File: src/rtl/fusion_pkg.sv
// fusion_pkg: shared precision encodings, FSM states and brick geometry for the fusion multipliers.
package fusion_pkg;
  localparam logic [1:0] PREC_2B = 2'b00;
  localparam logic [1:0] PREC_4B = 2'b01;
  localparam logic [1:0] PREC_8B = 2'b10;
  localparam int BRICK_W = 2;
  localparam int P_W = 6;
  typedef enum logic [1:0] {IDLE, RUN, DRAIN, DONE} state_t;
  function automatic logic [2:0] bricks_of(input logic [1:0] prec);
    return prec == PREC_2B ? 3'd1 : prec == PREC_4B ? 3'd2 : 3'd4;
  endfunction
endpackage

File: src/rtl/bitbrick.sv
// bitbrick: 2x2-bit signed/unsigned multiplier with registered 6-bit signed product.
module bitbrick
  import fusion_pkg::*;
(
  input  logic               clk,
  input  logic               reset,
  input  logic [BRICK_W-1:0] x,
  input  logic [BRICK_W-1:0] y,
  input  logic               sign_x,
  input  logic               sign_y,
  output logic [P_W-1:0]     p
);
  logic signed [BRICK_W:0] xs, ys;
  assign xs = {sign_x & x[BRICK_W-1], x};
  assign ys = {sign_y & y[BRICK_W-1], y};
  always_ff @(posedge clk)
    p <= reset ? '0 : P_W'(xs * ys);
endmodule

File: src/rtl/fusion_serial_mult.sv
// fusion_serial_mult: serial brick-by-brick multiplier driving one bitbrick.
// Define FUSION_ZERO_SKIP_EN to skip brick pairs where either brick is zero.
module fusion_serial_mult
  import fusion_pkg::*;
#(
  parameter int MAX_BITS = 8,
  parameter int ACC_W = 16
) (
  input  logic                clk,
  input  logic                reset,
  input  logic                in_valid,
  output logic                in_ready,
  input  logic [MAX_BITS-1:0] a,
  input  logic [MAX_BITS-1:0] b,
  input  logic [1:0]          prec_a,
  input  logic [1:0]          prec_b,
  input  logic                sign_a,
  input  logic                sign_b,
  output logic                out_valid,
  input  logic                out_ready,
  output logic [ACC_W-1:0]    product,
  output logic                busy
);
  localparam int NB = MAX_BITS / BRICK_W;
  localparam int NP = NB * NB;
  localparam int IW = $clog2(NB);
  localparam int SH_W = $clog2(ACC_W);
  state_t state, state_nx;
  logic [MAX_BITS-1:0] ra, rb;
  logic [IW-1:0] na_m1, nb_m1, ci, cj;
  logic sa, sb, acc_en;
  logic [NP-1:0] pend, rest, pm;
  logic [2*IW-1:0] idx;
  logic [NB-1:0] nza, nzb;
  logic [SH_W-1:0] sh;
  logic [ACC_W-1:0] acc;
  logic [P_W-1:0] p;
  // Pending pairs are indexed i*NB+j, so lowest-set-bit order is (i,j) with j fastest.
  always_comb begin
    idx = '0;
    for (int k = NP - 1; k >= 0; k--)
      if (pend[k]) idx = (2*IW)'(k);
    nza = '0;
    nzb = '0;
    for (int k = 0; k < NB; k++) begin
`ifdef FUSION_ZERO_SKIP_EN
      nza[k] = (k < int'(bricks_of(prec_a))) && (a[k*BRICK_W +: BRICK_W] != '0);
      nzb[k] = (k < int'(bricks_of(prec_b))) && (b[k*BRICK_W +: BRICK_W] != '0);
`else
      nza[k] = k < int'(bricks_of(prec_a));
      nzb[k] = k < int'(bricks_of(prec_b));
`endif
    end
    pm = '0;
    for (int k = 0; k < NB; k++)
      for (int l = 0; l < NB; l++)
        pm[k*NB+l] = nza[k] & nzb[l];
    state_nx = state;
    if (state == IDLE && in_valid) state_nx = pm != '0 ? RUN : DRAIN;
    if (state == RUN && rest == '0) state_nx = DRAIN;
    if (state == DRAIN) state_nx = DONE;
    if (state == DONE && out_ready) state_nx = IDLE;
  end
  assign rest = pend & (pend - 1'b1);
  assign ci = idx[2*IW-1:IW];
  assign cj = idx[IW-1:0];
  assign in_ready = state == IDLE;
  assign out_valid = state == DONE;
  assign busy = state != IDLE;
  assign product = acc;
  bitbrick u_brick (
    .clk   (clk),
    .reset (reset),
    .x     (ra[ci*BRICK_W +: BRICK_W]),
    .y     (rb[cj*BRICK_W +: BRICK_W]),
    .sign_x(sa && ci == na_m1),
    .sign_y(sb && cj == nb_m1),
    .p     (p)
  );
  // Shift and enable trail the driven pair by one cycle to line up with the bitbrick register.
  always_ff @(posedge clk) begin
    if (reset) begin
      state <= IDLE;
      ra <= '0;
      rb <= '0;
      na_m1 <= '0;
      nb_m1 <= '0;
      sa <= 1'b0;
      sb <= 1'b0;
      pend <= '0;
      acc_en <= 1'b0;
      sh <= '0;
      acc <= '0;
    end else begin
      state <= state_nx;
      acc_en <= state == RUN;
      sh <= SH_W'(({1'b0, ci} + {1'b0, cj}) * BRICK_W);
      if (state == IDLE && in_valid) begin
        ra <= a;
        rb <= b;
        na_m1 <= IW'(bricks_of(prec_a) - 3'd1);
        nb_m1 <= IW'(bricks_of(prec_b) - 3'd1);
        sa <= sign_a;
        sb <= sign_b;
        pend <= pm;
        acc <= '0;
      end else begin
        if (state == RUN) pend <= rest;
        if (acc_en) acc <= acc + ({{(ACC_W-P_W){p[P_W-1]}}, p} << sh);
      end
    end
  end
endmodule

File: config.mk
export PLATFORM = sky130hd
export DESIGN_NAME = fusion_serial_mult
export DESIGN_NICKNAME = d
export VERILOG_FILES = /design/src/rtl/fusion_pkg.sv /design/src/rtl/bitbrick.sv /design/src/rtl/fusion_serial_mult.sv
export SDC_FILE = /design/constraint.sdc
export NUM_CORES = 1
export LEC_CHECK = 0
export BUFFER_PORTS_ARGS = -buffer_cell sky130_fd_sc_hd__buf_2
export CAP_MARGIN = 10
export CORE_ASPECT_RATIO = 1.25
export CORE_MARGIN = 4
export CORE_UTILIZATION = 59
export CTS_CLUSTER_DIAMETER = 40
export CTS_CLUSTER_SIZE = 20
export DETAILED_ROUTE_END_ITERATION = 12
export PLACE_DENSITY = 0.9
export SLEW_MARGIN = 40
export SYNTH_ARGS = -nofsm -noshare
export SYNTH_HDL_FRONTEND = slang
export SYNTH_SLANG_ARGS = --single-unit
File: constraint.sdc
create_clock -name clk -period 5.7 [get_ports clk]
set_input_delay 0.57 -clock clk [delete_from_list [all_inputs] [get_ports clk]]
set_output_delay 0.57 -clock clk [all_outputs]
set_load 0.05 [all_outputs]
==> results of run 1 <==
==> cell families after synthesis <==
logic type,share of synthesized area [%]
mux,5.87
compound gates,22.0
fa+ha+maj,9.65
flops,31.6
xor+xnor,2.94
buf+inv,5.00
simple gates,22.9
==> worst reg2reg max path: stages (launching register included) <==
cell and delay, ns:
sky130_fd_sc_hd__dfxtp_1 0.41, sky130_fd_sc_hd__or4_1 0.59, sky130_fd_sc_hd__nor3_1 0.21, sky130_fd_sc_hd__a21oi_2 0.18, sky130_fd_sc_hd__mux2i_1 0.19, sky130_fd_sc_hd__nor4_1 0.27
sky130_fd_sc_hd__o21a_1 0.26, sky130_fd_sc_hd__nand2_1 0.10, sky130_fd_sc_hd__fa_1 0.54, sky130_fd_sc_hd__inv_1 0.06, sky130_fd_sc_hd__fa_1 0.39, sky130_fd_sc_hd__ha_1 0.20
sky130_fd_sc_hd__fa_1 0.37, sky130_fd_sc_hd__xnor2_1 0.19, sky130_fd_sc_hd__xnor2_1 0.13, sky130_fd_sc_hd__nor2_1 0.05
==> area by class of cell <==
type                    count  share of cell area [%]
clock buffers              10                    3.01
inverters                  21                    1.73
repair buffers             46                    5.20
clock inverters             5                   0.685
well taps                  90                    2.46
flip-flops and latches     66                    28.9
multi-input cells         404                    58.0
==> synth_stat cells, drive strengths merged (2+ instances only) <==
| master | n |
|---|---|
| a211oi | 8 |
| xor2 | 5 |
| o22ai | 5 |
| nor3b | 4 |
| dfxtp | 66 |
| or2 | 2 |
| nor3 | 13 |
| mux2i | 20 |
| a21oi | 62 |
| a31oi | 7 |
| mux2 | 4 |
| o211ai | 10 |
| nor4 | 5 |
| ha | 21 |
| a21boi | 2 |
| and2 | 4 |
| nor2b | 11 |
| or4 | 4 |
| nand2 | 68 |
| o221ai | 2 |
| nand4 | 5 |
| a21o | 5 |
| inv | 21 |
| o21a | 4 |
| fa | 6 |
| o21ai | 20 |
| nand2b | 9 |
| nor2 | 41 |
| or3 | 3 |
| o311ai | 3 |
| nand3b | 7 |
| o2111ai | 3 |
| xnor2 | 9 |
| buf | 6 |
| nand3 | 13 |
| maj3 | 2 |
| clkbuf | 25 |
==> state kept, by name, summed over array words and instances (netlist names) <==
| name | count |
|---|---|
| na_m1 | 2 |
| sa | 1 |
| rb | 8 |
| pend | 16 |
| acc_en | 1 |
| ra | 8 |
| sh | 3 |
| state | 2 |
| nb_m1 | 2 |
| sb | 1 |
| product | 16 |
| u_brick.p | 6 |
==> metrics by stage <==
| stage | hold slack (ns) | area, sq um |
|---|---|---|
| after floorplan | 0.432 | 4180 |
| after global placement | 0.443 | 4390 |
| after detailed placement | 0.446 | 4400 |
| after CTS | 0.453 | 4560 |
| after global routing | 0.465 | 4570 |
| final | 0.454 | 4570 |
==> layout by cell type (no fill, tap or decap), types with 2 or more instances in the layout <==
master,synthesis,layout
sky130_fd_sc_hd__clkinv_2,0,3
sky130_fd_sc_hd__nor4_2,2,2
sky130_fd_sc_hd__a21boi_0,2,2
sky130_fd_sc_hd__nand3b_1,7,7
sky130_fd_sc_hd__mux2_2,4,4
sky130_fd_sc_hd__o221ai_1,2,2
sky130_fd_sc_hd__o211ai_1,10,10
sky130_fd_sc_hd__nand4_1,5,5
sky130_fd_sc_hd__nand2_1,68,68
sky130_fd_sc_hd__nand3_1,13,13
sky130_fd_sc_hd__or4_1,3,3
sky130_fd_sc_hd__nor3_1,13,13
sky130_fd_sc_hd__clkbuf_8,0,10
sky130_fd_sc_hd__o21a_1,4,4
sky130_fd_sc_hd__a21o_1,5,5
sky130_fd_sc_hd__nor2_1,41,40
sky130_fd_sc_hd__o311ai_0,3,3
sky130_fd_sc_hd__o22ai_1,5,5
sky130_fd_sc_hd__ha_1,21,21
sky130_fd_sc_hd__buf_4,1,3
sky130_fd_sc_hd__dfxtp_1,66,65
sky130_fd_sc_hd__maj3_1,2,2
sky130_fd_sc_hd__mux2i_1,20,20
sky130_fd_sc_hd__nor3b_1,3,3
sky130_fd_sc_hd__a31oi_1,7,7
sky130_fd_sc_hd__buf_2,1,43
sky130_fd_sc_hd__a21oi_1,61,61
sky130_fd_sc_hd__nor4_1,3,3
sky130_fd_sc_hd__xor2_1,5,5
sky130_fd_sc_hd__o21ai_0,19,19
sky130_fd_sc_hd__xnor2_1,9,9
sky130_fd_sc_hd__nand2b_1,9,9
sky130_fd_sc_hd__a211oi_1,6,6
sky130_fd_sc_hd__or3_1,3,3
sky130_fd_sc_hd__o2111ai_1,3,3
sky130_fd_sc_hd__nor2b_1,11,11
sky130_fd_sc_hd__fa_1,6,6
sky130_fd_sc_hd__inv_1,21,21
sky130_fd_sc_hd__and2_1,4,3
==> power groups by stage <==
stage                     Combinational (W)  Clock [W]  Sequential (W)
after floorplan                    0.000479          0        0.000565
after global placement             0.000527          0        0.000614
after detailed placement           0.000544          0        0.000621
after CTS                          0.000548   0.000352        0.000610
after global routing               0.000614   0.000369        0.000625
final                              0.000548   0.000347        0.000613
==> routing by layer <==
layer  routed length, um  vias up  track usage, %  share of wire (%)
li1                    -     1919               -                  -
met1                3760     1777            24.5                 41
met2                4740      113            41.4                 51
met5                   0        -               0                  0
met3                 503       27            4.52                5.4
met4                 257        0            9.56                2.8
==> how the worst max path moves through the flow <==
stage,startpoint,endpoint,slack (ns),cells past startpoint
floorplan,pend[0],u_brick.p[5],1.70,16
global placement,pend[0],u_brick.p[5],1.56,13
detailed placement,pend[0],u_brick.p[5],1.43,15
CTS,pend[0],u_brick.p[5],1.42,15
global route,pend[0],u_brick.p[5],1.06,15
finish,pend[0],u_brick.p[5],1.42,15
==> metrics list, run 1 <==
- Final total negative setup slack: 0 ns
- Post-layout utilization of the core: 65.9%
- Root buffer cell: sky130_fd_sc_hd__clkbuf_8
- Total power: 0.00151 W
- The startpoint identified for the worst register-to-register timing path is pend[0].
* Critical Setup Path Class: flop to flop
- Total setup violations reported at the end of the flow: 0
- Hold buffer count at cts: 0
- Cell-internal power: 0.000893 W
- In the final layout, the multi-input gates occupy 2650 sq um.
* Buffers & Inverters on Critical Path: 1
- The finished layout holds 642 standard cells, fillers aside.
- At the end of the flow, the number of nets in the layout was 601.
- Fill count: 564
- Worst min-delay path endpoint: rb[6]
* Floorplan die area: 8500 sq um
* Synthesized instance count: 522
- R2R depth: 15
- The worst register-to-register path ends at u_brick.p[5].
- Die width: 83.2 um
- Based on the critical path, the design can be clocked at up to 234 MHz.
* Number of warnings issued by yosys: 0
- Initial standard-cell utilization of the core: 60.2%
- For this block, the via count after detailed routing is 3836.
- Synthesized area per cell: 8.00 sq um
- Relative to the synthesized area, the layout overhead comes to 9.44%.
* Clock Sink Count: 66
- The worst-case IR drop observed on VDD is 0.000329 V.
- Sequential cell area in the final layout: 1320 sq um
- Startpoint class of the critical path: flop
* CP Capture Type: flop
- Including well taps, the total number of placed cells is 627.
* Number of synthesized flops with an enable pin: 0
- Share of total power in sequential cells: 40.6%
* Total wire length after detailed routing: 9.26 mm
* Hold crit path type: flop to flop
- Switching component of the power: 0.000615 W
- PD cells: 330 nW/um^2
- Hold Crit Depth: 2
* Vias in the first global route: 3705
- Delay contributed by the slowest stage of the critical path: 0.59 ns
- For the worst setup path, the data required time is 5.91 ns.
- Number of max-cap violations: 0
* Transition time at the pin with the least slew margin: 0.665 ns
- The top cell type by area accounts for 31.6% of the synthesized area.
- Across all setup checks in the final design, the least slack found is 1.42 ns.
* Shortest period the worst path allows: 4.28 ns
- Of the available clock period, the critical path in the final layout requires 75.1%.
* Dominant cell type by area after synthesis: sky130_fd_sc_hd__dfxtp_1
- The worst pin sits at a relative slew slack of 55.3%.
- Antenna violations before repair: 0
- Clock latency of the later-clocked register in the worst-skew pair: 0.34 ns
- On the final layout, the worst clock skew is 0.0100 ns.
- Clock tree from TritonCTS: yes
* Placer Congestion: 0.909
- Count of unique library cells instantiated by Yosys: 66
- Cells with a size suffix above 1 make up 14.5% of the layout.
* Core outline area: 6930 sq um
* Worst reg-to-reg setup slack: 1.42 ns
* Post-place setup slack: 1.43 ns
* Share of total power consumed by net switching: 40.8%
* Total setup buffers inserted after CTS: 0
* GRT Resource Usage Total: 22.2%
- TritonCTS created 9 clock buffers.
- In this run the cell area of the synthesized design comes to 4180 sq um.
- Entering global routing, the biggest net connects 52 pins.
* Clock transition at the registers of the reported paths: 0.07 ns
- For this run, design rule violations remaining after detail routing come to 0.
* Antenna diodes: 0
- Once detail routing completed, the nets flagged for antenna violations numbered 0.
- Worst path top cell family by delay: adder cells
- For this run the aggregate overflow at the end of global routing stands at 0.
- Synthesis-stage register bit count: 66
- Number of detailed-route iterations in the first pass: 5
- Leakage dissipation: 1.93 nW
* Clock network fraction of total power: 23.0%
- Ranked by total cell area, the synthesized netlist is headed by sky130_fd_sc_hd__dfxtp_1 (32%), sky130_fd_sc_hd__a21oi_1 (7.3%), sky130_fd_sc_hd__ha_1 (6.3%), sky130_fd_sc_hd__nand2_1 (6.1%), sky130_fd_sc_hd__mux2i_1 (4.8%).
* Maximum fanout count along the critical path: 11
- For the worst setup path, the data arrival time is 4.49 ns.
* RSZ-0062 raised after global routing: false
* Part of the power in combinational logic: 36.3%
- The die is 102 um tall.
- Primary flip-flop cell chosen by synthesis mapping: sky130_fd_sc_hd__dfxtp_1
* Resize count post-CTS: 0
- After synthesis, the share of flip-flops with an asynchronous set or reset is 0%.
- After synthesis, flip-flops and latches occupy 31.6% of the total area.
* Maximum number of buffers from clock root to sink: 2
- Estimated wirelength of the detail-placed design: 6.84 mm
- The count of final hold-check violations is 0.
* I/O pin total: 45
- The run finished with clean final reports.
- Global-route wire length before repair: 15.7 mm
* Most prevalent standard cell on the critical path: sky130_fd_sc_hd__fa_1
* Synth Net Count: 575
- CTS built an H-tree with a depth of 3.
* Number of vias per cell after detailed routing: 5.98
- The number of pins exceeding their max-slew limit in the final report is 0.
- Cell-by-cell trace of the critical path: or4_1 > nor3_1 > a21oi_2 > mux2i_1 > nor4_1 > o21a_1 > nand2_1 > fa_1 > inv_1 > fa_1 > ha_1 > fa_1 > xnor2_1 > xnor2_1 > nor2_1
* CP max stage cell: sky130_fd_sc_hd__or4_1
- The count of buffers added on input and output ports is 44.
- Hold_sp: rb[6]
- After detailed routing, the average wire length per cell comes to 14.4 um.
- Row generation in the floorplan step produced 34 rows.
* Initial drt markers: 189
Note: power is estimated with default switching activity, not from simulation.
==> run 2, diff against run 1 <==
clock period = 4.2 ns   (was 5.7 ns; I/O delays follow)
==> metrics list, run 2 (same netlist as run 1, synthesis figures left out) <==
- The count of input and output buffers came to 44 (unchanged).
* Leakage dissipation: 2.04 nW (+6.1%)
- The global placement routability congestion is 0.898 (-1.2%).
* Cell-by-cell trace of the critical path: or4_4 > nor3_4 > a21oi_4 > mux2i_4 > nor4_2 > o21a_1 > nand2_2 > fa_1 > inv_1 > fa_1 > ha_1 > fa_2 > xnor2_2 > xnor2_1 > nor2_1
- Core outline area: 6930 sq um (unchanged)
- The number of detailed-route iterations in the first pass is 5 (unchanged).
- Critical Setup Path Class: flop to flop
- The total number of placement rows came to 34 (unchanged).
- Leaving out fill and tap cells, the most frequent cell in the layout is sky130_fd_sc_hd__nand2_1.
* Root buffer cell: sky130_fd_sc_hd__clkbuf_8
* Met1 routed wirelength after detailed routing: 3.97 mm (+5.7%)
- Delay contributed by the slowest stage of the critical path: 0.57 ns (-0.02 ns)
- Final std cell area, no fill: 4840 sq um (+5.9%)
- Ratio of cells with drive above 1 in the final layout: 18.9% (+4.5 points)
- The number of buffer and inverter stages on the critical path came to 1 (unchanged).
- Hold crit path type: input pin to flop
- Max-slew violation total from the final report: 0 (unchanged)
- Avg WL per Cell: 15.4 um (+6.6%)
* Startpoint class of the critical path: flop
- The flow ran to the end, and the final reports show no timing, DRC or antenna violations.
* Worst path top cell family by delay: adder cells
- The post-layout worst setup margin is 0.0761 ns (-1.35 ns).
- Fill count: 518 (-8.2%)
* GRT overflow: 0 (unchanged)
- The full die area is 8500 sq um (unchanged).
* Hold buffer count at cts: 0 (unchanged)
* Number of vias per cell after detailed routing: 6.07 (+1.6%)
- Total power: 0.00236 W (+57%)
- The part of the cycle the worst path needs is 98.2% (+23 points).
- The floorplan die height is 102 um (unchanged).
- The data arrival at the endpoint of the critical path is 4.36 ns (-0.13 ns).
* Global-route wire length before repair: 16.8 mm (+7.4%)
- Antenna Nets Post-Route: 0 (unchanged)
- Number of remaining DRC errors: 0 (unchanged)
* Estimated wirelength of the detail-placed design: 7.26 mm (+6.1%)
* Post-place setup slack: 0.00212 ns (-1.42 ns)
- Fmax: 242 MHz (+3.8%)
- Final Hold Violating Endpoints: 0 (unchanged)
* Post-layout net count: 618 (+2.8%)
- Initial drt markers: 166 (-12%)
- Largest net degree at the start of global routing: 52 (unchanged)
- Clock Sink Count: 66 (unchanged)
- Antenna violations before repair: 0 (unchanged)
- I/O pin total: 45 (unchanged)
- The number of clock buffers inserted by TritonCTS came to 9 (unchanged).
- Antenna diodes: 0 (unchanged)
* GRT Resource Usage Total: 24.1% (+2.0 points)
* Via count: 4005 (+4.4%)
* PD cells: 488 nW/um^2 (+48%)
- The total length of routed wires came to 10.1 mm (+9.6%).
- Vias in the first global route: 3853 (+4.0%)
- The clock latency of the later-clocked register in the worst-skew pair came to 0.36 ns (+0.02 ns).
* Maximum vdd ir drop: 0.000331 V (+0.81%)
* Initial standard-cell utilization of the core: 60.2% (unchanged)
- Final total negative setup slack: 0 ns (unchanged)
* Maximum fanout count along the critical path: 10 (-1)
- The number of setup violations in the final report came to 0 (unchanged).
* WL met3: 537 um (+6.8%)
* Clock transition at the registers of the reported paths: 0.08 ns (about the same)
* CP max stage cell: sky130_fd_sc_hd__or4_4
- Area growth from synthesis to layout: 15.9%
- Highest Signal Layer: met4
- The worst-margin pin slew was 0.647 ns (-0.0176 ns).
* Maximum number of buffers from clock root to sink: 2 (unchanged)
* Worst rel slew slack: 56.8% (+1.5 points)
* Die width: 83.2 um (unchanged)
- The required time at the worst-slack endpoint came to 4.44 ns (-1.47 ns).
* Clock skew: 0.00983 ns (-0.000187 ns)
* Most prevalent standard cell on the critical path: sky130_fd_sc_hd__fa_1
* Most frequent cells in the layout: sky130_fd_sc_hd__nand2_1 (67), sky130_fd_sc_hd__dfxtp_1 (63), sky130_fd_sc_hd__a21oi_1 (61), sky130_fd_sc_hd__buf_2 (43), sky130_fd_sc_hd__nor2_1 (40)
- The standard cell area after detailed placement came to 4500 sq um (+2.3%).
- The H-tree depth is 3 (unchanged).
- The met2 layer wire length in the routed design was 5.23 mm (+10%).
- The number of maximum-capacitance violations was 0 (unchanged).
- Clock tree from TritonCTS: yes
- CP Capture Type: flop
- Shortest period the worst path allows: 4.12 ns (-0.155 ns)
[run 2: changes by cell type in the layout (fill, tap and decap cells not counted), sizes merged]
cell and delta:
inv +1, clkbuf +1, clkinv -3, bufinv +2, buf +17
[run 2: worst register-to-register path, cell delays in order, from the launching register on]
cell	delay, ns
sky130_fd_sc_hd__dfxtp_4	0.38
sky130_fd_sc_hd__or4_4	0.57
sky130_fd_sc_hd__nor3_4	0.23
sky130_fd_sc_hd__a21oi_4	0.13
sky130_fd_sc_hd__mux2i_4	0.22
sky130_fd_sc_hd__nor4_2	0.29
sky130_fd_sc_hd__o21a_1	0.22
sky130_fd_sc_hd__nand2_2	0.08
sky130_fd_sc_hd__fa_1	0.54
sky130_fd_sc_hd__inv_1	0.06
sky130_fd_sc_hd__fa_1	0.39
sky130_fd_sc_hd__ha_1	0.20
sky130_fd_sc_hd__fa_2	0.35
sky130_fd_sc_hd__xnor2_2	0.14
sky130_fd_sc_hd__xnor2_1	0.14
sky130_fd_sc_hd__nor2_1	0.05
[run 2: timing repair]
action / 4_1_cts / 5_1_grt
setup endpoints to repair: 1 / 2
resized for setup: 2 / 14
endpoints found under the hold margin: 0 / 0
pin swaps: 0 / 7
setup buffers: 0 / 4
[run 2: layout make-up]
cell class | count | area, sq um | area share, %
Inverter | 21 | 78.8 | 1.63
Clock inverter | 5 | 85.1 | 1.76
Clock buffer | 11 | 151 | 3.13
Timing Repair Buffer | 63 | 369 | 7.63
Tap cell | 90 | 113 | 2.33
Sequential cell | 66 | 1330 | 27.4
Multi-Input combinational cell | 404 | 2710 | 56.1
[run 2: through the flow]
stage | instances | util [%] | hold slack, ns
after floorplan | 522 | - | 0.432
after global placement | 639 | 64.7 | 0.447
after global routing | 660 | 69.8 | 0.302
after detailed placement | 640 | 64.8 | 0.449
after CTS | 656 | 68.4 | 0.287
final | 660 | 69.8 | 0.296
[run 2: report_power, final]
group | switching, W | total [W] | internal, W
logic | 0.000519 | 0.000893 | 0.000374
clock network | 0.000267 | 0.000637 | 0.000370
registers | 0.000127 | 0.000831 | 0.000704
[run 2: final timing paths]
check        startpoint      endpoint  cells after the start  slack, ns
max reg2reg     pend[4]  u_brick.p[5]                     15       0.08
min reg2reg       ra[4]         ra[4]                      2       0.46
min                b[7]         rb[7]                      3       0.30
max             pend[4]  u_brick.p[5]                     15       0.08
[run 2: metal layers]
| metal | up-vias | GRT usage [%] |
|---|---|---|
| li1 | 1956 | - |
| met1 | 1863 | 26.3 |
| met2 | 141 | 44.8 |
| met3 | 45 | 4.35 |
| met4 | 0 | 13.0 |
| met5 | - | 0 |
